===== config.mk =====
export PLATFORM = sky130hd
export DESIGN_NAME = game_menu_screen
export DESIGN_NICKNAME = d
export VERILOG_FILES = /design/src/rtl/game_menu_screen.sv
export SDC_FILE = /design/constraint.sdc
export NUM_CORES = 1
export LEC_CHECK = 0
export BUFFER_PORTS_ARGS = -buffer_cell sky130_fd_sc_hd__buf_4
export CORE_ASPECT_RATIO = 1.2
export CORE_UTILIZATION = 44
export CTS_CLUSTER_DIAMETER = 150
export DETAILED_ROUTE_END_ITERATION = 10
export PLACE_DENSITY = 0.73
export SLEW_MARGIN = 40
export SYNTH_ARGS = -nofsm -noshare
export SYNTH_HDL_FRONTEND = slang
export SYNTH_SLANG_ARGS = --single-unit

===== constraint.sdc =====
create_clock -name clk -period 2.1 [get_ports clk]
set_input_delay 0.315 -clock clk [delete_from_list [all_inputs] [get_ports clk]]
set_output_delay 0.315 -clock clk [all_outputs]
set_load 0.05 [all_outputs]

===== src/rtl/game_menu_screen.sv =====
// Purpose: vertical NUM_ITEMS-row menu renderer with wrapping cursor, blinking chevrons and a confirm handshake.
// Latency: oled_data is registered, one cycle after (x, y, text_px); sel_index/sel_valid update on the sampling edge.
// Backpressure: a confirmed selection is held on sel_valid until sel_ready; cursor moves are ignored meanwhile.
//
// Ports:
//   clk, reset            - system clock, asynchronous active-high reset
//   frame_tick            - one pulse per OLED frame, drives the blink timer
//   btn_up/btn_down/btn_sel - debounced single-cycle button pulses
//   x, y, text_px         - pixel coordinate from the index decoder and glyph bit from the text ROM
//   oled_data             - registered RGB565 pixel to the OLED driver
//   sel_index             - current cursor row
//   sel_valid, sel_ready  - confirmed-selection handshake towards the game FSM
module game_menu_screen #(
  parameter int          NUM_ITEMS    = 4,
  parameter int          ITEM_X0      = 18,
  parameter int          ITEM_X1      = 81,
  parameter int          ITEM_Y0      = 20,
  parameter int          ITEM_H       = 7,
  parameter int          ITEM_PITCH   = 10,
  parameter int          BLINK_FRAMES = 15,
  parameter logic [15:0] FG           = 16'h0000,
  parameter logic [15:0] BG           = 16'hFFFF,
  parameter logic [15:0] HL           = 16'h5FFF,
  parameter logic [15:0] CUR          = 16'hF800,
  localparam int         IDX_W        = $clog2(NUM_ITEMS)
) (
  input  logic             clk,
  input  logic             reset,
  input  logic             frame_tick,
  input  logic             btn_up,
  input  logic             btn_down,
  input  logic             btn_sel,
  input  logic [6:0]       x,
  input  logic [5:0]       y,
  input  logic             text_px,
  output logic [15:0]      oled_data,
  output logic [IDX_W-1:0] sel_index,
  output logic             sel_valid,
  input  logic             sel_ready
);

  // Blink frame counter width; a single-frame phase still needs one bit.
  localparam int FCW = (BLINK_FRAMES > 1) ? $clog2(BLINK_FRAMES) : 1;
  localparam logic [FCW-1:0]   FCNT_LAST = FCW'(BLINK_FRAMES - 1);
  localparam logic [IDX_W-1:0] IDX_LAST  = IDX_W'(NUM_ITEMS - 1);

  // All geometry is compared at 8 bits unsigned so off-screen coordinates
  // (x up to 127) can never wrap into a band.
  localparam logic [7:0] X0_8    = 8'(ITEM_X0);
  localparam logic [7:0] X1_8    = 8'(ITEM_X1);
  localparam logic [7:0] Y0_8    = 8'(ITEM_Y0);
  localparam logic [7:0] PITCH_8 = 8'(ITEM_PITCH);
  localparam logic [7:0] HALF_8  = 8'(ITEM_H / 2);
  localparam logic [7:0] LX_OUT  = 8'(ITEM_X0 - 4);
  localparam logic [7:0] LX_IN   = 8'(ITEM_X0 - 3);
  localparam logic [7:0] RX_OUT  = 8'(ITEM_X1 + 4);
  localparam logic [7:0] RX_IN   = 8'(ITEM_X1 + 3);

  typedef enum logic {S_IDLE, S_PEND} state_t;

  state_t           state_q;
  logic [IDX_W-1:0] sel_index_q;
  logic             sel_valid_q;
  logic [FCW-1:0]   fcnt_q;
  logic             blink_q;
  logic [15:0]      oled_q;

  // ------------------------------------------------------------------
  // Cursor move candidates (wrapping at both ends)
  // ------------------------------------------------------------------
  logic [IDX_W-1:0] idx_up_d;
  logic [IDX_W-1:0] idx_dn_d;

  always_comb begin
    idx_up_d = (sel_index_q == '0)       ? IDX_LAST : sel_index_q - IDX_W'(1);
    idx_dn_d = (sel_index_q == IDX_LAST) ? '0       : sel_index_q + IDX_W'(1);
  end

  // ------------------------------------------------------------------
  // Pixel shading
  // ------------------------------------------------------------------
  logic [7:0]  x8;
  logic [7:0]  y8;
  logic        on_screen;
  logic        in_any;
  logic        in_sel;
  logic [7:0]  sel_top;
  logic [7:0]  yc;
  logic        cur_px;
  logic        cur_vis;
  logic [15:0] pix_d;

  always_comb begin
    logic [7:0] top;
    logic [7:0] bot;
    logic       hit;

    x8        = {1'b0, x};
    y8        = {2'b0, y};
    on_screen = (x8 < 8'd96) && (y8 < 8'd64);

    in_any = 1'b0;
    in_sel = 1'b0;
    top    = '0;
    bot    = '0;
    hit    = 1'b0;
    for (int i = 0; i < NUM_ITEMS; i++) begin
      top = 8'(ITEM_Y0 + i * ITEM_PITCH);
      bot = 8'(ITEM_Y0 + i * ITEM_PITCH + ITEM_H - 1);
      // Band rows past the bottom of the panel fall out via on_screen.
      hit = on_screen && (x8 >= X0_8) && (x8 <= X1_8) && (y8 >= top) && (y8 <= bot);
      in_any = in_any | hit;
      if (IDX_W'(i) == sel_index_q) begin
        in_sel = hit;
      end
    end

    // Centre row of the selected band carries the chevron tips.
    sel_top = Y0_8 + 8'(sel_index_q) * PITCH_8;
    yc      = sel_top + HALF_8;

    cur_px = on_screen &&
             ((((x8 == LX_OUT) || (x8 == RX_OUT)) && ((y8 == yc - 8'd1) || (y8 == yc + 8'd1))) ||
              (((x8 == LX_IN)  || (x8 == RX_IN))  &&  (y8 == yc)));

    // A pending selection shows a solid cursor regardless of blink phase.
    cur_vis = blink_q || (state_q == S_PEND);

    if (in_any && text_px) begin
      pix_d = FG;
    end else if (cur_vis && cur_px) begin
      pix_d = CUR;
    end else if (in_sel) begin
      pix_d = HL;
    end else begin
      pix_d = BG;
    end
  end

  // ------------------------------------------------------------------
  // Menu FSM, blink timer and output register
  // ------------------------------------------------------------------
  always_ff @(posedge clk or posedge reset) begin
    if (reset) begin
      state_q     <= S_IDLE;
      sel_index_q <= '0;
      sel_valid_q <= 1'b0;
      fcnt_q      <= '0;
      blink_q     <= 1'b1;
      oled_q      <= 16'h0000;
    end else begin
      // The frame timer runs in both states so the blink phase stays
      // locked to the frame rate across a confirm.
      if (frame_tick) begin
        if (fcnt_q == FCNT_LAST) begin
          fcnt_q  <= '0;
          blink_q <= ~blink_q;
        end else begin
          fcnt_q  <= fcnt_q + FCW'(1);
        end
      end

      if (state_q == S_IDLE) begin
        if (btn_sel) begin
          // Confirm wins over a same-cycle move; the later blink_q write
          // also overrides any toggle from the frame timer this cycle.
          state_q     <= S_PEND;
          sel_valid_q <= 1'b1;
          blink_q     <= 1'b1;
        end else if (btn_up && !btn_down) begin
          sel_index_q <= idx_up_d;
        end else if (btn_down && !btn_up) begin
          sel_index_q <= idx_dn_d;
        end
      end else begin
        if (sel_ready) begin
          state_q     <= S_IDLE;
          sel_valid_q <= 1'b0;
        end
      end

      oled_q <= pix_d;
    end
  end

  assign oled_data = oled_q;
  assign sel_index = sel_index_q;
  assign sel_valid = sel_valid_q;

endmodule


== Word-level counts from Yosys, hierarchy flattened ==
Cells that the tools add are included.
Widths: inputs -> output; s select.

* Bits of input ports: 21
* Register bits after elaboration: 25
* Bits in latches: 0
* Word-level logic and storage cells: 95
* Memories kept: 0
* Output and inout port bits: 19
* ROM bits: 0
* Memory bits (writable): 0

* $add $sub $neg: 7
* Muxes and demuxes: 22
* Reduce and logical (&&, ||, !) cells: 29
* Bitwise gates (word level): 6
* Divide/modulo/power cells: 0
* Eq/ne operators: 13
* Order comparisons: 11
* Shift operators: 0
* Multipliers: 1

{| class="wikitable"
|+ Operators by type and width
! operator !! number
|-
| $mux 16 || 3
|-
| $eq 6x8->1 || 3
|-
| $le 6x6->1 const B || 3
|-
| $logic_and 1x1->1 || 17
|-
| $eq 7x4->1 const B || 2
|-
| $eq 7x7->1 const B || 2
|-
| $mux 1 || 14
|-
| $ge 6x5->1 const B || 2
|-
| $ge 6x6->1 const B || 2
|-
| $add 7x2->8 const B || 1
|-
| $add 8x1->8 const B || 1
|-
| $mux 2 || 4
|-
| $sub 8x1->8 const B || 1
|-
| $add 5x6->7 const A || 1
|-
| $ge 7x5->1 const B || 1
|-
| $le 7x7->1 const B || 1
|-
| $lt 7x7->1 const B || 1
|-
| $le 6x5->1 const B || 1
|-
| $logic_or 1x1->1 || 5
|-
| $mul 2x3->5 const B || 1
|-
| $add 4x1->4 const B || 1
|-
| $eq 2x2->1 const A || 2
|-
| $eq 4x4->1 const B || 1
|-
| $mux 4 || 1
|-
| other kinds (12) || 18
|}

== Depth between registers and ports, before layout ==
Gate-level depths: netlist (run 1).

* Depth after elaboration: 12
* Depth in mapped cells: 9
* Mapped depth without buffers: 7

== Worst setup path before layout (run 1) ==
OpenSTA, ideal clock, no wires.

* Path kind: flip-flop to flip-flop
* Start: register sel_index_q[0] (netlist: sel_index[0])
* End: register oled_q[10] (netlist: oled_data[10])
* Period minus slack after synthesis: 2.606 ns
* Buffers on the path: 2
* Arrival time: 2.482 ns
* Cell stages (with the launch flop): 10
* Data required time: 1.976 ns
* Slack: -0.506 ns
* Cell sequence: dfrtp_1 > clkbuf_1 > inv_1 > ha_1 > buf_4 > xor2_1 > nand2_1 > a2111oi_2 > nand3_1 > o31a_1

* Longest elaborated chain between the ends: 12
* Elaborated cells on any way between the ends: 16
* Those cells by class: add/sub: 4; mul: 1; eq/ne: 3; mux: 2; reduce/logical: 6

{| class="wikitable"
|+ Ends and longest elaborated chain
! what !! line !! text
|-
| start: declaration || 62 || <nowiki>logic [IDX_W-1:0] sel_index_q;</nowiki>
|-
| start signal: assignment || 171 || <nowiki>sel_index_q <= idx_up_d;</nowiki>
|-
| start signal: assignment || 173 || <nowiki>sel_index_q <= idx_dn_d;</nowiki>
|-
| $mul 2x3->5 * || 119 || <nowiki>sel_top = Y0_8 + 8'(sel_index_q) * PITCH_8;</nowiki>
|-
| $add 5x6->7 * || 119 ||
|-
| $add 7x2->8 * || 120 || <nowiki>yc = sel_top + HALF_8;</nowiki>
|-
| $sub 8x1->8 / $add 8x1->8 (equally long branches) || 123 || <nowiki>((((x8 == LX_OUT) || (x8 == RX_OUT)) && ((y8 == yc - 8'd1) || (y8 == yc + 8'd1))) ||</nowiki>
|-
| $eq 6x8->1 || 123 ||
|-
| $logic_or 1x1->1 || 123 ||
|-
| $logic_and 1x1->1 || 123 ||
|-
| $logic_or 1x1->1 * || 123 ||
|-
| $logic_and 1x1->1 * || 122 || <nowiki>cur_px = on_screen &&</nowiki>
|-
| $logic_and 1x1->1 * || 131 || <nowiki>end else if (cur_vis && cur_px) begin</nowiki>
|-
| $mux 16 * || 131 ||
|-
| $mux 16 * || 129 || <nowiki>if (in_any && text_px) begin</nowiki>
|-
| end signal: assignment || 182 || <nowiki>oled_q <= pix_d;</nowiki>
|-
| end: declaration || 66 || <nowiki>logic [15:0] oled_q;</nowiki>
|}

Mark *: on every way between the ends. The rest lies on a longest branch, timed or not.
A chain may end at the register's enable or synchronous reset.

== Worst setup path in the final report (run 1) ==
* Start: register sel_index_q[1] (netlist: sel_index[1])
* End: register oled_q[10] (netlist: oled_data[10])

The elaborated chain is that of the path after synthesis.

==> metrics.yaml, run 1 <==
run_status:
  status: "finished, final reports clean"
worst_setup_path:
  cp_cell_sequence: "inv_2 > ha_4 > xor2_1 > nand2_1 > a2111oi_4 > nand3_1 > o31a_1"
  ff2ff_path_depth: 7
  slowest_stage: "dfrtp_2"
  cp.buffers_inverters: 1
  path_delay_family: "compound AO/OA/AOI/OAI gates"
  cp.required_ns: 2.25
  slowest_delay_ns: 0.41
  worstPathArrival_ns: 2.10
  critPathKind: "flip-flop to flip-flop"
  worst_setup_path_start_kind: "flip-flop"
  cp.depth: 7
  cp-end-kind: "flip-flop"
  crit_fanout: 8
placement:
  gp_congestion: 0.839
  port_buffers: 39
  hpwl_um: 1880
drt:
  drc: 0
  antenna_left: 0
  viasPerCell: 5.46
  first_iter_violations: 19
  routed_wl_um: 2470
  via_count: 1060
  wl_per_cell_um: 12.7
  drt_first_pass_iters: 4
grt:
  grtUsageTotal_pct: 19.2
  grt_max_degree: 13
  antenna_found_initial: 0
  grt_pass1_vias: 945
  overflow: 0
  grt_pass1_wl_um: 3840
clock_network:
  htree_levels: 1
  cts_made_buffers: 3
  cts_root_buf: "clkbuf_4"
  path_clk_slew_ns: 0.07
  clk-insertion-delay-late_ns: 0.27
  ctsHoldBuffers: 0
  cts_tree: "done"
  cts.sinks: 12
  clk_path_buf_depth: 2
final_layout:
  mostFrequentLayoutCells: "buf_4, nand2_1, o21ai_0, dfrtp_1, nand3_1"
  nets: 194
  final_util_pct: 60.2
  final_common_cell: "buf_4"
  diodes: 0
  layout-drive-gt1-share_pct: 33.1
  syn_to_final_growth_pct: 26.9
  fill_cells: 205
floorplanning:
  row_count: 19
  dieArea_mm2: 0.00275
  die_height_um: 57.2
  core_area_mm2: 0.00235
  die_w_um: 48
  io_pins: 40
  start_util_pct: 47.5
sta:
  fin_worst_skew_ns: 0.00847
  slew_headroom_pct: 69.2
  fin_tns_setup_ns: 0
  slew_violations: 0
  hold_viol_final: 0
  fin_crit_ns: 1.95
  max_clock_freq_ghz: 0.513
  tightest_slew_ns: 0.462
  finalCritPeriodShare_pct: 92.9
  grt_setup_unrepaired: "no"
  setup_viol: 0
synth:
  synthesis.area_mm2: 0.00112
  synthesis.nets: 166
  synth_top_area_cell: "dfrtp_1"
  synth_edf_count: 0
  synth_cell_type_count: 40
  synth_warnings: 0
  ys_seq_area_share_pct: 27.0
  synth.avg_cell_area_um2: 8.22
  synth-seq-cells: 12
  async_flop_share_pct: 100
  synth_ff_type: "dfrtp_1"
  synth_largest_type_area_fraction_pct: 24.6
  synth_area_leaders: "dfrtp_1, ha_1, buf_4, nand2_1, o21ai_0"
  synth_cells: 136
power_and_ir_drop:
  p_leak_nw: 0.608
  vdd_ir_drop_max_mv: 1.06
  cellPowerDensity_mw_per_mm2: 1090
min_path:
  hold_class: "primary input to asynchronous set/reset pin"
flow_run:
  drv_cap: 0
==> area by class of cell <==
cell class,instances,area [um^2],area share [%]
well taps,31,38.8,2.74
multi-input cells,97,702,49.5
flip-flops and latches,12,304,21.4
clock buffers,4,26.3,1.85
repair buffers,41,308,21.7
inverters,9,38.8,2.74
==> through the flow <==
step                      instance area (um^2)  hold WS, ns  cells  power (W)  setup slack (ns)
final                                     1420       0.0475    194    0.00154             0.149
after CTS                                 1380       0.0498    193    0.00149            0.0703
after global routing                      1420       0.0726    194    0.00166            0.0125
after floorplan                           1150        0.179    136    0.00115           -0.0480
after global placement                    1350        0.350    189    0.00130             0.122
after detailed placement                  1350        0.352    189    0.00133          -0.00857
==> worst reg2reg max path: stages (launching register included) <==
cell	delay, ns
dfrtp_2	0.41
inv_2	0.10
ha_4	0.33
xor2_1	0.21
nand2_1	0.12
a2111oi_4	0.30
nand3_1	0.12
o31a_1	0.25
==> power by group <==
group | switching, W | total, W | leakage [nW] | internal [W]
Sequential | 0.0000883 | 0.000395 | 0.133 | 0.000307
Combinational | 0.000604 | 0.00100 | 0.460 | 0.000396
Clock | 0.0000718 | 0.000145 | 0.0150 | 0.0000735
Total | 0.000764 | 0.00154 | 0.608 | 0.000776
==> Yosys cell counts, drive strengths merged, types with 2 or more instances <==
cell,number
o21ai,11
o21a,2
xnor2,4
inv,9
nor3b,2
nor4b,2
a31oi,2
o2111ai,2
dfrtp,11
nand2b,2
nand2,15
buf,17
ha,9
a21oi,7
o211ai,2
xor2,4
nor2,3
a211oi,2
a2111oi,2
nor3,2
nand3,8
nor2b,3
==> sequential cells by signal, summed over array words and instances, names as in the netlist <==
register and flops:
oled_data 3, fcnt_q 4, sel_index 2, sel_valid 1, blink_q 1, state_q 1
==> timing repair <==
item / 4_1_cts / 5_1_grt
endpoints found under the hold margin: 0 / 0
resized for setup: 2 / 3
pin swaps: 0 / 1
setup endpoints to repair: 1 / 1
buffers inserted: 0 / 1
==> per-layer routing <==
metal,part of all wire (%),track usage (%),routed length [um],up-vias
met5,0,0,0,-
met4,0.36,4.76,9,0
met3,7.0,6.96,174,2
met2,49,30.1,1200,47
met1,44,24.6,1090,489
li1,-,-,-,522
==> cell families after synthesis <==
logic type                 after synthesis  synth area share (%)
xor gates and xnor gates                 8                  6.27
buffers and inverters                   27                  14.1
and+or+nand+nor                         43                  20.2
DFF                                     12                  27.0
muxes                                    1                 0.896
AOI/OAI and AO/OA                       36                  21.5
adders and majority gates                9                  10.1
==> final timing paths <==
kind	from	end	slack, ns
worst min register to register	sel_valid$_DFFE_PP0P_	sel_valid$_DFFE_PP0P_	0.50
worst max register to register	sel_index[1]$_DFFE_PP0P_	oled_data[10]$_DFF_PP0_	0.15
min in group clk	btn_sel	state_q$_DFF_PP0_	0.26
worst min-delay path	reset	state_q$_DFF_PP0_	0.05
worst max-delay path	sel_index[1]$_DFFE_PP0P_	oled_data[10]$_DFF_PP0_	0.15
max in group asynchronous	reset	blink_q$_DFF_PP1_	1.70
No activity file was read; power rests on OpenSTA's default activity.
==> inputs of run 2 (changes only) <==
Settings changed: CORE_UTILIZATION 44 to 46, CTS_BUF_LIST set to sky130_fd_sc_hd__clkbuf_8, PLACE_DENSITY 0.73 to 0.76.
==> metrics.yaml, run 2 (synthesis gave the netlist of run 1 again) <==
power_and_ir_drop:
  vdd_ir_drop_max_mv: 0.874  # -18%
  p_total_w: 0.00154  # about the same
  p_leak_nw: 0.612  # +0.66%
  cellPowerDensity_mw_per_mm2: 1100  # +1.3%
grt:
  overflow: 0  # unchanged
  grt_pass1_vias: 875  # -7.4%
  grt_max_degree: 13  # unchanged
  antenna_found_initial: 0  # unchanged
  grt_pass1_wl_um: 3620  # -5.8%
  grtUsageTotal_pct: 18.7  # -0.46 points
drt:
  routed_wl_um: 2290  # -7.2%
  drc: 0  # unchanged
  via_count: 1040  # -1.9%
  antenna_left: 0  # unchanged
  drt_first_pass_iters: 4  # unchanged
  viasPerCell: 5.39  # -1.4%
  first_iter_violations: 19  # unchanged
  wl_per_cell_um: 11.9  # -6.7%
sta:
  fin_tns_setup_ns: 0  # unchanged
  holdWs_ns: 0.0794  # +0.0319 ns
  setup_viol: 0  # unchanged
  fin_crit_ns: 1.94  # -0.00694 ns
  max_clock_freq_ghz: 0.515  # +0.36%
  slew_headroom_pct: 70.1  # +0.92 points
  finalCritPeriodShare_pct: 92.6  # -0.33 points
  tightest_slew_ns: 0.448  # -0.0137 ns
  hold_viol_final: 0  # unchanged
  fin_worst_skew_ns: 0.00701  # -0.00146 ns
  grt_setup_unrepaired: "no"
  slew_violations: 0  # unchanged
final_layout:
  top_register: "fcnt_q"
  fin_area_mm2: 0.00140  # -1.2%
  syn_to_final_growth_pct: 25.3
  largest_reg_flops: 4  # unchanged
  diodes: 0  # unchanged
  final_common_cell: "buf_4"
  nets: 193  # -0.52%
  layout-drive-gt1-share_pct: 32.1  # -1.0 points
  final_util_pct: 61.3  # +1.1 points
  mostFrequentLayoutCells: "buf_4, nand2_1, o21ai_0, dfrtp_1"
clock_network:
  clk-insertion-delay-late_ns: 0.24  # -0.03 ns
  cts_setup_buffers: 0  # unchanged
  cts_made_buffers: 3  # unchanged
  cts_root_buf: "clkbuf_8"
  cts_tree: "done"
  htree_levels: 1  # unchanged
  path_clk_slew_ns: 0.05  # -0.02 ns
  clk_path_buf_depth: 2  # unchanged
  cts.sinks: 12  # unchanged
placement:
  placed_area_mm2: 0.00135  # unchanged
  hpwl_um: 1840  # -1.9%
  port_buffers: 39  # unchanged
  gp_congestion: 0.798  # -4.9%
flow_run:
  drv_cap: 0  # unchanged
worst_setup_path:
  ff2ff_path_depth: 7  # unchanged
  worst_setup_path_start_kind: "flip-flop"
  critPathKind: "flip-flop to flip-flop"
  crit_fanout: 6  # -2
  cp-end-kind: "flip-flop"
  cp.required_ns: 2.22  # -0.03 ns
  worstPathArrival_ns: 2.06  # -0.04 ns
floorplanning:
  core_area_mm2: 0.00228  # -3.0%
  die_w_um: 47.0  # -2.1%
  row_count: 19  # unchanged
  die_height_um: 56.0  # -2.1%
  start_util_pct: 49.0  # +1.5 points
  io_pins: 40  # unchanged
  dieArea_mm2: 0.00263  # -4.2%
run_status:
  status: "finished, final reports clean"
min_path:
  hold_class: "primary input to asynchronous set/reset pin"
[run 2: layout make-up]
cell class	count	area, um^2
Clock inverter	1	3.75
Timing Repair Buffer	40	300
Multi-Input combinational cell	97	673
Sequential cell	12	304
Fill cell	208	882
Tap cell	31	38.8
Clock buffer	3	41.3
Inverter	9	38.8
[run 2: per-stage QoR]
step                      instances  worst slack, ns
final                           193            0.156
after global routing            193           0.0164
after CTS                       193          0.00762
after detailed placement        189           0.0117
after global placement          189            0.109
after floorplan                 136          -0.0480
[run 2: worst paths after layout]
path | to | slack, ns | from
min in group clk | state_q$_DFF_PP0_ | 0.29 | btn_sel
worst min-delay path | sel_valid$_DFFE_PP0P_ | 0.08 | reset
worst max register to register | oled_data[10]$_DFF_PP0_ | 0.16 | sel_index[1]$_DFFE_PP0P_
worst max-delay path | oled_data[10]$_DFF_PP0_ | 0.16 | sel_index[1]$_DFFE_PP0P_
max in group asynchronous | blink_q$_DFF_PP1_ | 1.68 | reset
worst min register to register | sel_valid$_DFFE_PP0P_ | 0.49 | sel_valid$_DFFE_PP0P_
[run 2: critical path, stage by stage (launching register included)]
cell and delay (ns):
dfrtp_2 0.44, inv_2 0.12, ha_2 0.24, xor2_1 0.16, o2111ai_1 0.18, a2111oi_2 0.31, nand3_1 0.12, o31a_1 0.25
[run 2: power breakdown]
part	internal (W)	total, W	switching, W	leakage, nW
registers	0.000307	0.000395	0.0000875	0.133
logic	0.000371	0.000938	0.000567	0.452
clock network	0.000128	0.000209	0.0000803	0.0269
total	0.000807	0.00154	0.000735	0.612
[run 2: per-layer routing]
metal / track usage [%] / up-vias / wire length, um
met2: 30.2 / 45 / 1100
met3: 5.84 / 0 / 188
met4: 3.67 / 0 / 0
li1: - / 522 / -
met5: 0 / - / 0
met1: 24.2 / 473 / 1000
[run 2: repair_timing]
item,4_1_cts,5_1_grt
endpoints found under the setup margin,1,1
hold endpoints to repair,0,0
gates resized for setup,1,1
pin swaps,0,1
hold buffers,0,0
==> inputs of run 3 (changes only) <==
Settings changed: CORE_MARGIN set to 4, REMOVE_ABC_BUFFERS set to 1.
==> metrics.yaml, run 3 (synthesis gave the netlist of run 1 again) <==
floorplanning:
  start_util_pct: 48.5  # -0.50 points
  row_count: 19  # unchanged
  dieArea_mm2: 0.00328  # +25%
  io_pins: 40  # unchanged
  die_w_um: 53.0  # +13%
  core_area_mm2: 0.00231  # +1.0%
  die_height_um: 62.0  # +11%
sta:
  grt_setup_unrepaired: "no"
  hold_viol_final: 0  # unchanged
  fin_worst_skew_ns: 0.000534  # -0.00648 ns
  slew_violations: 0  # unchanged
  setup_viol: 0  # unchanged
  tightest_slew_ns: 0.436  # -0.0119 ns
  setup_ws_ns: 0.172  # +0.0151 ns
  fin_crit_ns: 1.93  # -0.0151 ns
  max_clock_freq_ghz: 0.519  # +0.78%
  finalCritPeriodShare_pct: 91.8  # -0.72 points
  slew_headroom_pct: 70.9  # +0.79 points
power_and_ir_drop:
  p_leak_nw: 0.632  # +3.2%
  vdd_ir_drop_max_mv: 0.763  # -13%
  clockPowerShare_pct: 13.5  # about the same
  p_seq_share_pct: 23.9  # -1.7 points
  p_sw_share_pct: 48.5  # +0.82 points
  pwr-share-comb_pct: 62.5  # +1.7 points
  intPower_w: 0.000816  # +1.2%
  p_sw_w: 0.000768  # +4.6%
  cellPowerDensity_mw_per_mm2: 1110  # +0.90%
min_path:
  hold_class: "primary input to asynchronous set/reset pin"
final_layout:
  diodes: 0  # unchanged
  regArea_um2: 302  # -0.82%
  syn_to_final_growth_pct: 27.7
  nets: 196  # +1.6%
  final_util_pct: 61.9  # +0.51 points
  multi_input_comb_area_um2: 684  # +1.7%
  mostFrequentLayoutCells: "buf_4, nand2_1, dfrtp_1, o21ai_0, ha_1"
  top_register: "fcnt_q"
  largest_reg_flops: 4  # unchanged
  layout-drive-gt1-share_pct: 32.1  # about the same
  final_common_cell: "buf_4"
  fin_area_mm2: 0.00143  # +1.9%
  fill_cells: 189  # -9.1%
drt:
  antenna_left: 0  # unchanged
  viasPerCell: 5.51  # +2.3%
  drc: 0  # unchanged
  routed_wl_um: 2610  # +14%
  drt_first_pass_iters: 4  # unchanged
  first_iter_violations: 21  # +2
  via_count: 1080  # +3.8%
  wl_per_cell_um: 13.3  # +12%
worst_setup_path:
  cp_cell_sequence: "inv_2 > ha_1 > xor2_2 > nand2_1 > a2111oi_4 > nand3_1 > o31a_1"
  worstPathArrival_ns: 2.05  # about the same
  crit_fanout: 5  # -1
  cp-end-kind: "flip-flop"
  cp.required_ns: 2.22  # about the same
  slowest_delay_ns: 0.36  # -0.08 ns
  worst_setup_path_start_kind: "flip-flop"
  critPathKind: "flip-flop to flip-flop"
  ff2ff_path_depth: 7  # unchanged
  slowest_stage: "dfrtp_1"
clock_network:
  cts_setup_buffers: 0  # unchanged
  ctsHoldBuffers: 0  # unchanged
  clk_path_buf_depth: 2  # unchanged
  cts_made_buffers: 3  # unchanged
  path_clk_slew_ns: 0.05  # about the same
  clk-insertion-delay-late_ns: 0.24  # about the same
  htree_levels: 1  # unchanged
  cts.sinks: 12  # unchanged
  cts_tree: "done"
  cts_root_buf: "clkbuf_8"
  ctsResizeCount: 0  # -1
grt:
  overflow: 0  # unchanged
  grt_pass1_wl_um: 4260  # +18%
  grtUsageTotal_pct: 17.4  # -1.4 points
  grt_max_degree: 13  # unchanged
  grt_pass1_vias: 991  # +13%
  antenna_found_initial: 0  # unchanged
flow_run:
  drv_cap: 0  # unchanged
placement:
  hpwl_um: 2090  # +14%
  gp_congestion: 0.923  # +16%
  dp_worst_setup_slack_ns: 0.124  # +0.113 ns
  port_buffers: 39  # unchanged
  placed_area_mm2: 0.00136  # +0.18%
run_status:
  status: "finished, final reports clean"
## run 3: worst paths after layout
path	start	to	slack [ns]
max reg2reg	sel_index[1]$_DFFE_PP0P_	oled_data[10]$_DFF_PP0_	0.17
min	reset	fcnt_q[3]$_DFFE_PP0P_	0.08
max	sel_index[1]$_DFFE_PP0P_	oled_data[10]$_DFF_PP0_	0.17
max in group asynchronous	reset	blink_q$_DFF_PP1_	1.69
min in group clk	btn_sel	state_q$_DFF_PP0_	0.30
min reg2reg	sel_valid$_DFFE_PP0P_	sel_valid$_DFFE_PP0P_	0.50
## run 3: critical path: cells and delay by family, from the launching register on
kind	cells	cell delay [ns]
XOR/XNOR	1	0.17
adder cells (fa/ha/maj)	1	0.33
buffers and inverters	1	0.07
flip-flops	1	0.36
AND/OR/NAND/NOR	2	0.24
AO/OA/AOI/OAI	2	0.65
## run 3: area by class of cell
class / count / area share, %
Inverter: 9 / 2.37
Tap cell: 31 / 2.72
Clock inverter: 1 / 0.263
Clock buffer: 3 / 2.89
Multi-Input combinational cell: 97 / 48.0
Timing Repair Buffer: 43 / 22.6
Sequential cell: 12 / 21.1
## run 3: power by group through the flow
stage          Sequential, W  Clock, W  Combinational, W
5_1_grt             0.000392  0.000232           0.00110
3_3_place_gp        0.000370         0          0.000933
2_1_floorplan       0.000590         0          0.000418
6_report            0.000379  0.000214          0.000991
4_1_cts             0.000374  0.000214          0.000964
3_5_place_dp        0.000376         0          0.000956
## run 3: stage by stage
stage / std cells / hold WS, ns / total power, W / setup TNS (ns)
floorplan: 118 / 0.179 / 0.00101 / -20.01
global placement: 192 / 0.349 / 0.00130 / 0
detailed placement: 192 / 0.352 / 0.00133 / 0
CTS: 196 / 0.0980 / 0.00155 / 0
global route: 196 / 0.123 / 0.00172 / 0
finish: 196 / 0.0761 / 0.00158 / 0
## run 3: per-layer routing
layer | GRT usage (%) | wire (um) | vias up
met3 | 3.58 | 159 | 2
met4 | 4.38 | 17 | 0
met1 | 21.3 | 1080 | 516
li1 | - | - | 525
met5 | 0 | 0 | -
met2 | 31.0 | 1350 | 37
